### src/rtl/q3_fsm_steer_driver.sv
// q3_fsm_steer_driver
// Stimulus-side partner for the 3-bit x/z Moore FSM (states 000..100, z=1 in
// 011/100). The block takes a target state over a valid/ready handshake. It keeps
// a shadow copy of the FSM state and drives x one bit per clock, steering the
// FSM along the shortest path to the target. It reports done with a step count,
// or err when the target cannot be reached.
//
// Optional feature: define Z_CHECK_EN to compare z_in against the z value
// predicted from the shadow state. Any difference sets the sticky mismatch flag.
// When the macro is undefined, mismatch is tied to 0 and z_in is ignored.
//
// Ports
//   clk        in   clock, rising edge
//   areset_n   in   asynchronous active-low reset
//   tgt_valid  in   target request valid
//   tgt_state  in   requested FSM state [2:0]
//   tgt_ready  out  request can be accepted (IDLE only)
//   x          out  FSM input, decoded from registered state only
//   z_in       in   z observed from the FSM
//   shadow     out  modelled FSM state [2:0]
//   done       out  one-cycle pulse: shadow reached target
//   err        out  one-cycle pulse: request rejected
//   steps      out  x cycles used by the last request [CNT_W-1:0]
//   mismatch   out  sticky z disagreement flag
//
// State | meaning
// IDLE  | waiting for a request; x holds the FSM still
// STEER | driving x along the route to the target
// DONE  | done pulse cycle; steps holds the count

module q3_fsm_steer_driver #(
    parameter int CNT_W = 3
) (
    input  logic             clk,
    input  logic             areset_n,
    input  logic             tgt_valid,
    input  logic [2:0]       tgt_state,
    output logic             tgt_ready,
    output logic             x,
    input  logic             z_in,
    output logic [2:0]       shadow,
    output logic             done,
    output logic             err,
    output logic [CNT_W-1:0] steps,
    output logic             mismatch
);

    typedef enum logic [1:0] {
        IDLE  = 2'd0,
        STEER = 2'd1,
        DONE  = 2'd2
    } ctl_t;

    ctl_t       ctl;
    logic [2:0] tgt;
    logic [2:0] shadow_nxt;

    function automatic logic [2:0] fsm_next(input logic [2:0] s, input logic xi);
        logic [2:0] n;
        n = 3'b000;
        case (s)
            3'b000:  n = xi ? 3'b001 : 3'b000;
            3'b001:  n = xi ? 3'b100 : 3'b001;
            3'b010:  n = xi ? 3'b001 : 3'b010;
            3'b011:  n = xi ? 3'b010 : 3'b001;
            3'b100:  n = xi ? 3'b100 : 3'b011;
            default: n = 3'b000;
        endcase
        return n;
    endfunction

    // Outside STEER, x=1 only in 100, because that is the only state whose
    // self-loop needs x=1. In STEER, 100 and 011 (unless the target is 010)
    // are the only states that advance toward their targets with x=0.
    always_comb begin
        x = (shadow == 3'b100);
        if (ctl == STEER)
            x = !((shadow == 3'b100) || ((shadow == 3'b011) && (tgt != 3'b010)));
    end

    assign shadow_nxt = fsm_next(shadow, x);

    always_ff @(posedge clk or negedge areset_n) begin
        if (!areset_n) begin
            ctl       <= IDLE;
            shadow    <= 3'b000;
            tgt       <= 3'b000;
            tgt_ready <= 1'b1;
            done      <= 1'b0;
            err       <= 1'b0;
            steps     <= '0;
        end else begin
            shadow <= shadow_nxt;
            done   <= 1'b0;
            err    <= 1'b0;
            case (ctl)
                IDLE: begin
                    if (tgt_valid && tgt_ready) begin
                        // 000 has no entry edge, so it can only be "reached" by
                        // already being there.
                        if ((tgt_state > 3'b100) ||
                            ((tgt_state == 3'b000) && (shadow != 3'b000))) begin
                            err <= 1'b1;
                        end else if (tgt_state == shadow) begin
                            tgt       <= tgt_state;
                            steps     <= '0;
                            done      <= 1'b1;
                            tgt_ready <= 1'b0;
                            ctl       <= DONE;
                        end else begin
                            tgt       <= tgt_state;
                            steps     <= '0;
                            tgt_ready <= 1'b0;
                            ctl       <= STEER;
                        end
                    end
                end
                STEER: begin
                    if (steps != {CNT_W{1'b1}})
                        steps <= steps + 1'b1;
                    if (shadow_nxt == tgt) begin
                        done <= 1'b1;
                        ctl  <= DONE;
                    end
                end
                DONE: begin
                    tgt_ready <= 1'b1;
                    ctl       <= IDLE;
                end
                default: begin
                    tgt_ready <= 1'b1;
                    ctl       <= IDLE;
                end
            endcase
        end
    end

`ifdef Z_CHECK_EN
    logic z_model;
    assign z_model = (shadow == 3'b011) || (shadow == 3'b100);

    always_ff @(posedge clk or negedge areset_n) begin
        if (!areset_n)
            mismatch <= 1'b0;
        else if (z_in != z_model)
            mismatch <= 1'b1;
    end
`else
    assign mismatch = 1'b0;
`endif

endmodule

### config.mk
export PLATFORM = sky130hd
export DESIGN_NAME = q3_fsm_steer_driver
export DESIGN_NICKNAME = d
export VERILOG_FILES = /design/src/rtl/q3_fsm_steer_driver.sv
export SDC_FILE = /design/constraint.sdc
export NUM_CORES = 1
export LEC_CHECK = 0
export ABC_AREA = 1
export CAP_MARGIN = 0
export CORE_MARGIN = 10
export CORE_UTILIZATION = 48
export DETAILED_ROUTE_END_ITERATION = 6
export PLACE_DENSITY = 0.85
export SLEW_MARGIN = 5
export SYNTH_ARGS = -nofsm -noshare
export SYNTH_HDL_FRONTEND = slang
export SYNTH_SLANG_ARGS = --single-unit
### constraint.sdc
create_clock -name clk -period 2.01 [get_ports clk]
set_input_delay 0.402 -clock clk [delete_from_list [all_inputs] [get_ports clk]]
set_output_delay 0.402 -clock clk [all_outputs]
set_load 0.03 [all_outputs]
==> results.yml, run 1 <==
yosys:
  synthDominantCellAreaShare_pct: 40.82
  synth.yosys.warnings: 0
  yosys.cell_count.top_type: "sky130_fd_sc_hd__nand2_1"
  yosys-top-cells-area: "sky130_fd_sc_hd__dfrtp_1, sky130_fd_sc_hd__nand2_1, sky130_fd_sc_hd__nand3_1, sky130_fd_sc_hd__inv_1, sky130_fd_sc_hd__nand2_2"
  syn_area_per_cell_um2: 7.970
  synthDominantAreaCellType: "sky130_fd_sc_hd__dfrtp_1"
  netlist_instances: 100
  synth_seq_area_share_pct: 44.11
  synth-edff-count: 0
  synth_cell_types: 26
  ys_seq_elements: 14
  synthesis.nets: 109
  synthesis.area_um2: 797.0
  synth_ff_type: "sky130_fd_sc_hd__dfrtp_1"
  async_reset_ff_share_pct: 100.0
  synth.top_cells.by_count: "sky130_fd_sc_hd__nand2_1, sky130_fd_sc_hd__dfrtp_1, sky130_fd_sc_hd__inv_1, sky130_fd_sc_hd__nand3_1, sky130_fd_sc_hd__inv_2"
clock_network:
  clock_sinks: 14
  cts.repair_timing.setup_buffer_count: 0
  path_clk_slew_ps: 90
  cell_chosen_for_the_clock_root: "sky130_fd_sc_hd__clkbuf_4"
  cts_hold_buf: 0
  cts_tree: "built"
  cts.path.max_buffers: 2
  cts_htree_levels: 1
  tritoncts.num_buffers: 3
  worstSkewPairLatency_ps: 290
worst_setup_path:
  cp.required_ps: 1610
  worstSetupEndpointType: "output pin"
  rrSetupSlack_ps: 430
  critical_path.cell_chain: "buf_4 -> clkdlybuf4s50_1"
  timing.critical_path.from_type: "register"
  critical_path_peak_fanout: 5
  worst_path_max_delay_cell: "sky130_fd_sc_hd__clkdlybuf4s50_1"
  cp_data_arrival_time_ps: 1550
  critPathMaxStageDelay_ps: 660
  path_class: "register to output pin"
timing:
  timing_hold_violations_final: 0
  setup-tns-final_ps: 0
  worst_slew_margin_rel_pct: 58.13
  finalHoldWorstSlack_ps: 499.6
  timing_worst_slew_pin_value_ps: 626.1
  shortest_period_the_worst_path_allows_ps: 1949
  worst_clk_skew_ps: 1.323
  rsz0062_at_grt: "no"
  final-setup-viol-count: 0
  layout_setup_ws_ps: 61.11
  slew_viol_final: 0
  achievable-frequency_mhz: 513.1
  fin_crit_sh_pct: 96.96
pwr:
  p_leak_nw: 0.5526
  ir_drop_mv: 0.9636
  powerDensity_nw_per_um2: 1686
  p_total_w: 0.001738
route:
  met1_length_um: 730
  drc: 0
  drt-wirelength-per-cell_um: 13.02
  vias: 715
  first_pass_iteration_count_of_the_detailed_router: 4
  via_per_inst: 5.144
  detail_route.iter0.violations: 8
  route.antenna.remaining_nets: 0
  route.final.wire_length_um: 1810
  met3_length_um: 175
  dr.max_layer_used: "met4"
  routed-wl-met2_um: 850
floorplanning:
  initial_utilization_pct: 51.70
  boundaryPins: 18
  core-area_um2: 1541
  fp.dieH_um: 60.75
  design.die.area_um2: 3691
  floorplan.die.width_um: 60.75
  placementRows: 14
final_layout:
  nets: 133
  fill_cells: 117
  layout-area-overhead-vs-synth_pct: 29.36
  post-route-util_pct: 66.88
  diodes: 0
  drive_gt1_share_pct: 24.39
global_routing:
  number_of_global_route_vias_before_repair: 737
  grt_antenna_before_repair: 0
  maximum_number_of_pins_on_one_net_before_global_route_repair: 15
  grt-ovfl-total: 0
  global_route.usage.total_pct: 10.99
  grt_first_pass_wirelength_um: 3105
place:
  gp_congestion: 0.9473
  buffer_ports.inserted: 15
  dp_hpwl_um: 1426
  dpl_worst_slack_ps: 80.23
job:
  cap_viol_max_count: 0
status:
  status: "finished clean"
min_path:
  hp-class: "input port to asynchronous set/reset pin"
## state kept, by name, summed over array words and instances, names as in the netlist
name / cells
tgt: 3
err: 1
shadow: 3
tgt_ready: 1
done: 1
ctl: 2
steps: 3
## cell usage in the layout (no fill, tap or decap)
cell / count
sky130_fd_sc_hd__nand3_2: 1
sky130_fd_sc_hd__o21ai_1: 5
sky130_fd_sc_hd__o21bai_1: 1
sky130_fd_sc_hd__nor3_1: 2
sky130_fd_sc_hd__clkdlybuf4s50_1: 13
sky130_fd_sc_hd__nand2_2: 5
sky130_fd_sc_hd__dlymetal6s2s_1: 1
sky130_fd_sc_hd__nor2_1: 4
sky130_fd_sc_hd__dfrtp_1: 13
sky130_fd_sc_hd__dfstp_2: 1
sky130_fd_sc_hd__nand3_1: 8
sky130_fd_sc_hd__nor2_4: 1
sky130_fd_sc_hd__inv_2: 7
sky130_fd_sc_hd__clkbuf_8: 1
sky130_fd_sc_hd__o21ai_0: 1
sky130_fd_sc_hd__buf_4: 5
sky130_fd_sc_hd__o211ai_1: 1
sky130_fd_sc_hd__nand2_1: 26
sky130_fd_sc_hd__nand4_1: 1
sky130_fd_sc_hd__or2_2: 1
sky130_fd_sc_hd__ha_1: 2
sky130_fd_sc_hd__xor2_1: 3
sky130_fd_sc_hd__inv_1: 9
sky130_fd_sc_hd__clkbuf_2: 1
sky130_fd_sc_hd__xor2_2: 1
sky130_fd_sc_hd__clkbuf_4: 3
sky130_fd_sc_hd__or2_1: 1
sky130_fd_sc_hd__nor2_2: 2
sky130_fd_sc_hd__nor3_2: 1
sky130_fd_sc_hd__a21oi_1: 1
sky130_fd_sc_hd__conb_1: 1
## critical path, delay by kind of cell, from the launching register on
family	cells	cell delay, ps
buffers and inverters	2	820
flip-flops	1	440
## final timing paths
path	start	end	cells after the start
worst max-delay path	shadow[0]	shadow[0]	2
min in group clk	steps[0]	steps[0]	1
worst max register to register	ctl[1]	ctl[0]	10
worst min-delay path	areset_n	ctl[0]	1
max in group asynchronous	areset_n	shadow[1]	1
worst min register to register	steps[0]	steps[0]	1
## where the power goes
group | total, W | switching [W] | internal (W)
logic | 0.00103 | 0.000633 | 0.000399
registers | 0.000500 | 0.0000950 | 0.000405
clock network | 0.000207 | 0.0000968 | 0.000110
## area by class of cell
class | count | area, µm² | area share [%]
sequential | 14 | 351.6 | 34.10
inverter | 16 | 60.06 | 5.825
tap | 16 | 20.02 | 1.942
timing repair buffer | 20 | 185.2 | 17.96
multi-input combinational | 69 | 377.9 | 36.65
clock buffer | 4 | 36.28 | 3.519
## through the flow
stage                     cell area (µm²)  std cells
after floorplan                     797.0        100
after global placement              997.2        135
after detailed placement            997.2        135
after CTS                            1032        139
after global routing                 1031        139
final                                1031        139
## timing repair
item | CTS | global route
hold endpoints to repair | 0 | 0
gates resized for setup | 1 | 3
setup endpoints to repair | 1 | 2
## layer usage
layer | track usage (%) | up-vias
li1 | - | 355
met1 | 11.71 | 330
met2 | 18.34 | 23
met3 | 4.175 | 7
met4 | 5.956 | 0
met5 | 0 | -
## cells by family (layout without fill, tap and decap cells)
group,after synthesis,after routing,share of synthesized area (%)
simple gates,53,53,32.18
flops,14,14,44.11
fa+ha+maj,2,2,3.139
other cells,1,1,0.4705
compound gates,9,9,6.278
buf+inv,17,40,8.478
xor+xnor,4,4,5.339
No activity file was read; power rests on OpenSTA's default activity.
==> run 2, diff against run 1 <==
--- a/config.mk
+++ b/config.mk
@@ -8,9 +8,9 @@
 export ABC_AREA = 1
 export CAP_MARGIN = 0
 export CORE_MARGIN = 10
-export CORE_UTILIZATION = 48
+export CORE_UTILIZATION = 51
 export DETAILED_ROUTE_END_ITERATION = 6
-export PLACE_DENSITY = 0.85
+export PLACE_DENSITY = 0.89
 export SLEW_MARGIN = 5
 export SYNTH_ARGS = -nofsm -noshare
 export SYNTH_HDL_FRONTEND = slang
==> run 2 against run 1 <==
Clock skew increased by 7.9 ps. Clock power about the same. Combinational power barely moved. Design area is 0.24% lower. Routed wire length rose by 2.4%. Global-route usage increased by 0.22 points. Sequential share of layout area is 0.083 points higher. Die area fell by 4.0%. Critical path type unchanged. Critical endpoint is now shadow[1]. Largest power group unchanged.
==> results.yml, run 2 (same netlist as run 1, synthesis figures left out) <==
global_routing:
  grt_antenna_before_repair: 0
  grt-ovfl-total: 0
  number_of_global_route_vias_before_repair: 697
  grt_first_pass_wirelength_um: 3063
  global_route.usage.total_pct: 11.22
  maximum_number_of_pins_on_one_net_before_global_route_repair: 15
timing:
  shortest_period_the_worst_path_allows_ps: 1936
  finalHoldWorstSlack_ps: 485.8
  layout_setup_ws_ps: 74.40
  fin_crit_sh_pct: 96.30
  final-setup-viol-count: 0
  worst_slew_margin_rel_pct: 59.75
  achievable-frequency_mhz: 516.6
  worst_clk_skew_ps: 9.231
  timing_hold_violations_final: 0
  rsz0062_at_grt: "no"
  slew_viol_final: 0
  setup-tns-final_ps: 0
  timing_worst_slew_pin_value_ps: 601.9
floorplanning:
  design.die.area_um2: 3544
  floorplan.die.width_um: 59.53
  placementRows: 14
  initial_utilization_pct: 53.53
  boundaryPins: 18
  core-area_um2: 1489
  fp.dieH_um: 59.53
final_layout:
  nets: 133
  diodes: 0
  layout.cells.most_common_list: "sky130_fd_sc_hd__nand2_1, sky130_fd_sc_hd__clkdlybuf4s50_1, sky130_fd_sc_hd__dfrtp_1"
  layout-area-overhead-vs-synth_pct: 29.04
  drive_gt1_share_pct: 24.39
  reg_top3: "shadow: 3 flops, steps: 3 flops, tgt: 3 flops"
  layout_commonest_cell: "sky130_fd_sc_hd__nand2_1"
  fill_cells: 119
route:
  route.antenna.remaining_nets: 0
  via_per_inst: 5.180
  first_pass_iteration_count_of_the_detailed_router: 4
  route.final.wire_length_um: 1854
  drt-wirelength-per-cell_um: 13.34
  detail_route.iter0.violations: 20
  vias: 720
  drc: 0
job:
  cap_viol_max_count: 0
worst_setup_path:
  cp_data_arrival_time_ps: 1530
  worst_path_max_delay_cell: "sky130_fd_sc_hd__clkdlybuf4s50_1"
  critical_path.cell_chain: "buf_4 -> clkdlybuf4s50_1"
  path_class: "register to output pin"
  critPathMaxStageDelay_ps: 680
  cp.required_ps: 1610
  worstSetupEndpointType: "output pin"
  timing.critical_path.from_type: "register"
  critical_path_peak_fanout: 4
place:
  buffer_ports.inserted: 15
  gp_congestion: 0.9040
  dpl_worst_slack_ps: 75.44
  dp_hpwl_um: 1465
clock_network:
  cts.repair_timing.setup_buffer_count: 0
  cts_tree: "built"
  worstSkewPairLatency_ps: 290
  tritoncts.num_buffers: 3
  path_clk_slew_ps: 90
  cell_chosen_for_the_clock_root: "sky130_fd_sc_hd__clkbuf_4"
  clock_sinks: 14
  cts_htree_levels: 1
  cts.path.max_buffers: 2
min_path:
  hp-class: "input port to asynchronous set/reset pin"
pwr:
  ir_drop_mv: 0.9522
  powerDensity_nw_per_um2: 1699
  p_leak_nw: 0.5354
status:
  status: "finished clean"
-- run 2: changes by cell type in the layout (fill, tap and decap cells not counted) --
cell,delta
sky130_fd_sc_hd__dlymetal6s2s_1,-1
sky130_fd_sc_hd__clkdlybuf4s50_1,+1
-- run 2: layout make-up --
| type | instances | area (µm²) | area share [%] |
|---|---|---|---|
| timing repair buffer | 20 | 182.7 | 17.76 |
| sequential | 14 | 351.6 | 34.18 |
| inverter | 16 | 60.06 | 5.839 |
| clock buffer | 4 | 36.28 | 3.528 |
| tap | 16 | 20.02 | 1.946 |
| multi-input combinational | 69 | 377.9 | 36.74 |
-- run 2: through the flow --
step | util [%] | area (µm²) | instances | total power, W
floorplan | - | 797.0 | 100 | 0.001172
global placement | 66.97 | 997.2 | 135 | 0.001506
detailed placement | 66.97 | 997.2 | 135 | 0.001558
CTS | 69.41 | 1033 | 139 | 0.001759
global route | 69.08 | 1028 | 139 | 0.001888
finish | 69.08 | 1028 | 139 | 0.001747
-- run 2: where the power goes --
group / switching [W] / internal (W) / leakage, nW
Sequential: 0.000102 / 0.000404 / 0.181
Combinational: 0.000640 / 0.000396 / 0.334
Clock: 0.0000942 / 0.000110 / 0.0210
Total: 0.000836 / 0.000911 / 0.535
-- run 2: repair_timing --
item,in CTS,in global routing
pin swaps,0,0
setup endpoints to repair,1,1
resized for setup,2,1
hold buffers,0,0
-- run 2: critical path: cells and delay by family (launching register included) --
kind | cells | cell delay [ps]
flip-flops | 1 | 410
buffers and inverters | 2 | 840
-- run 2: layer usage --
| metal | vias up | share of wire (%) | track usage [%] |
|---|---|---|---|
| met3 | 4 | 13 | 5.150 |
| met1 | 324 | 37 | 12.06 |
| met4 | 0 | 1.9 | 3.846 |
| met2 | 38 | 48 | 18.87 |
| met5 | - | 0 | 0 |
| li1 | 354 | - | - |
-- run 2: worst paths after layout --
kind,startpoint,to,slack (ps),cells after the start
worst max-delay path,shadow[1],shadow[1],70,2
worst min register to register,steps[2],steps[2],530,2
max in group asynchronous,areset_n,tgt[1],1130,1
worst max register to register,shadow[2],ctl[0],340,9
worst min-delay path,areset_n,steps[2],490,1
min in group clk,steps[2],steps[2],530,2
==> run 3, diff against run 2 <==
--- a/config.mk
+++ b/config.mk
@@ -10,6 +10,7 @@
 export CORE_MARGIN = 10
 export CORE_UTILIZATION = 51
 export DETAILED_ROUTE_END_ITERATION = 6
+export GPL_ROUTABILITY_DRIVEN = 0
 export PLACE_DENSITY = 0.89
 export SLEW_MARGIN = 5
 export SYNTH_ARGS = -nofsm -noshare
==> results of run 3 <==
Same layout as run 2: the final DEF is identical, and so are final timing and power.
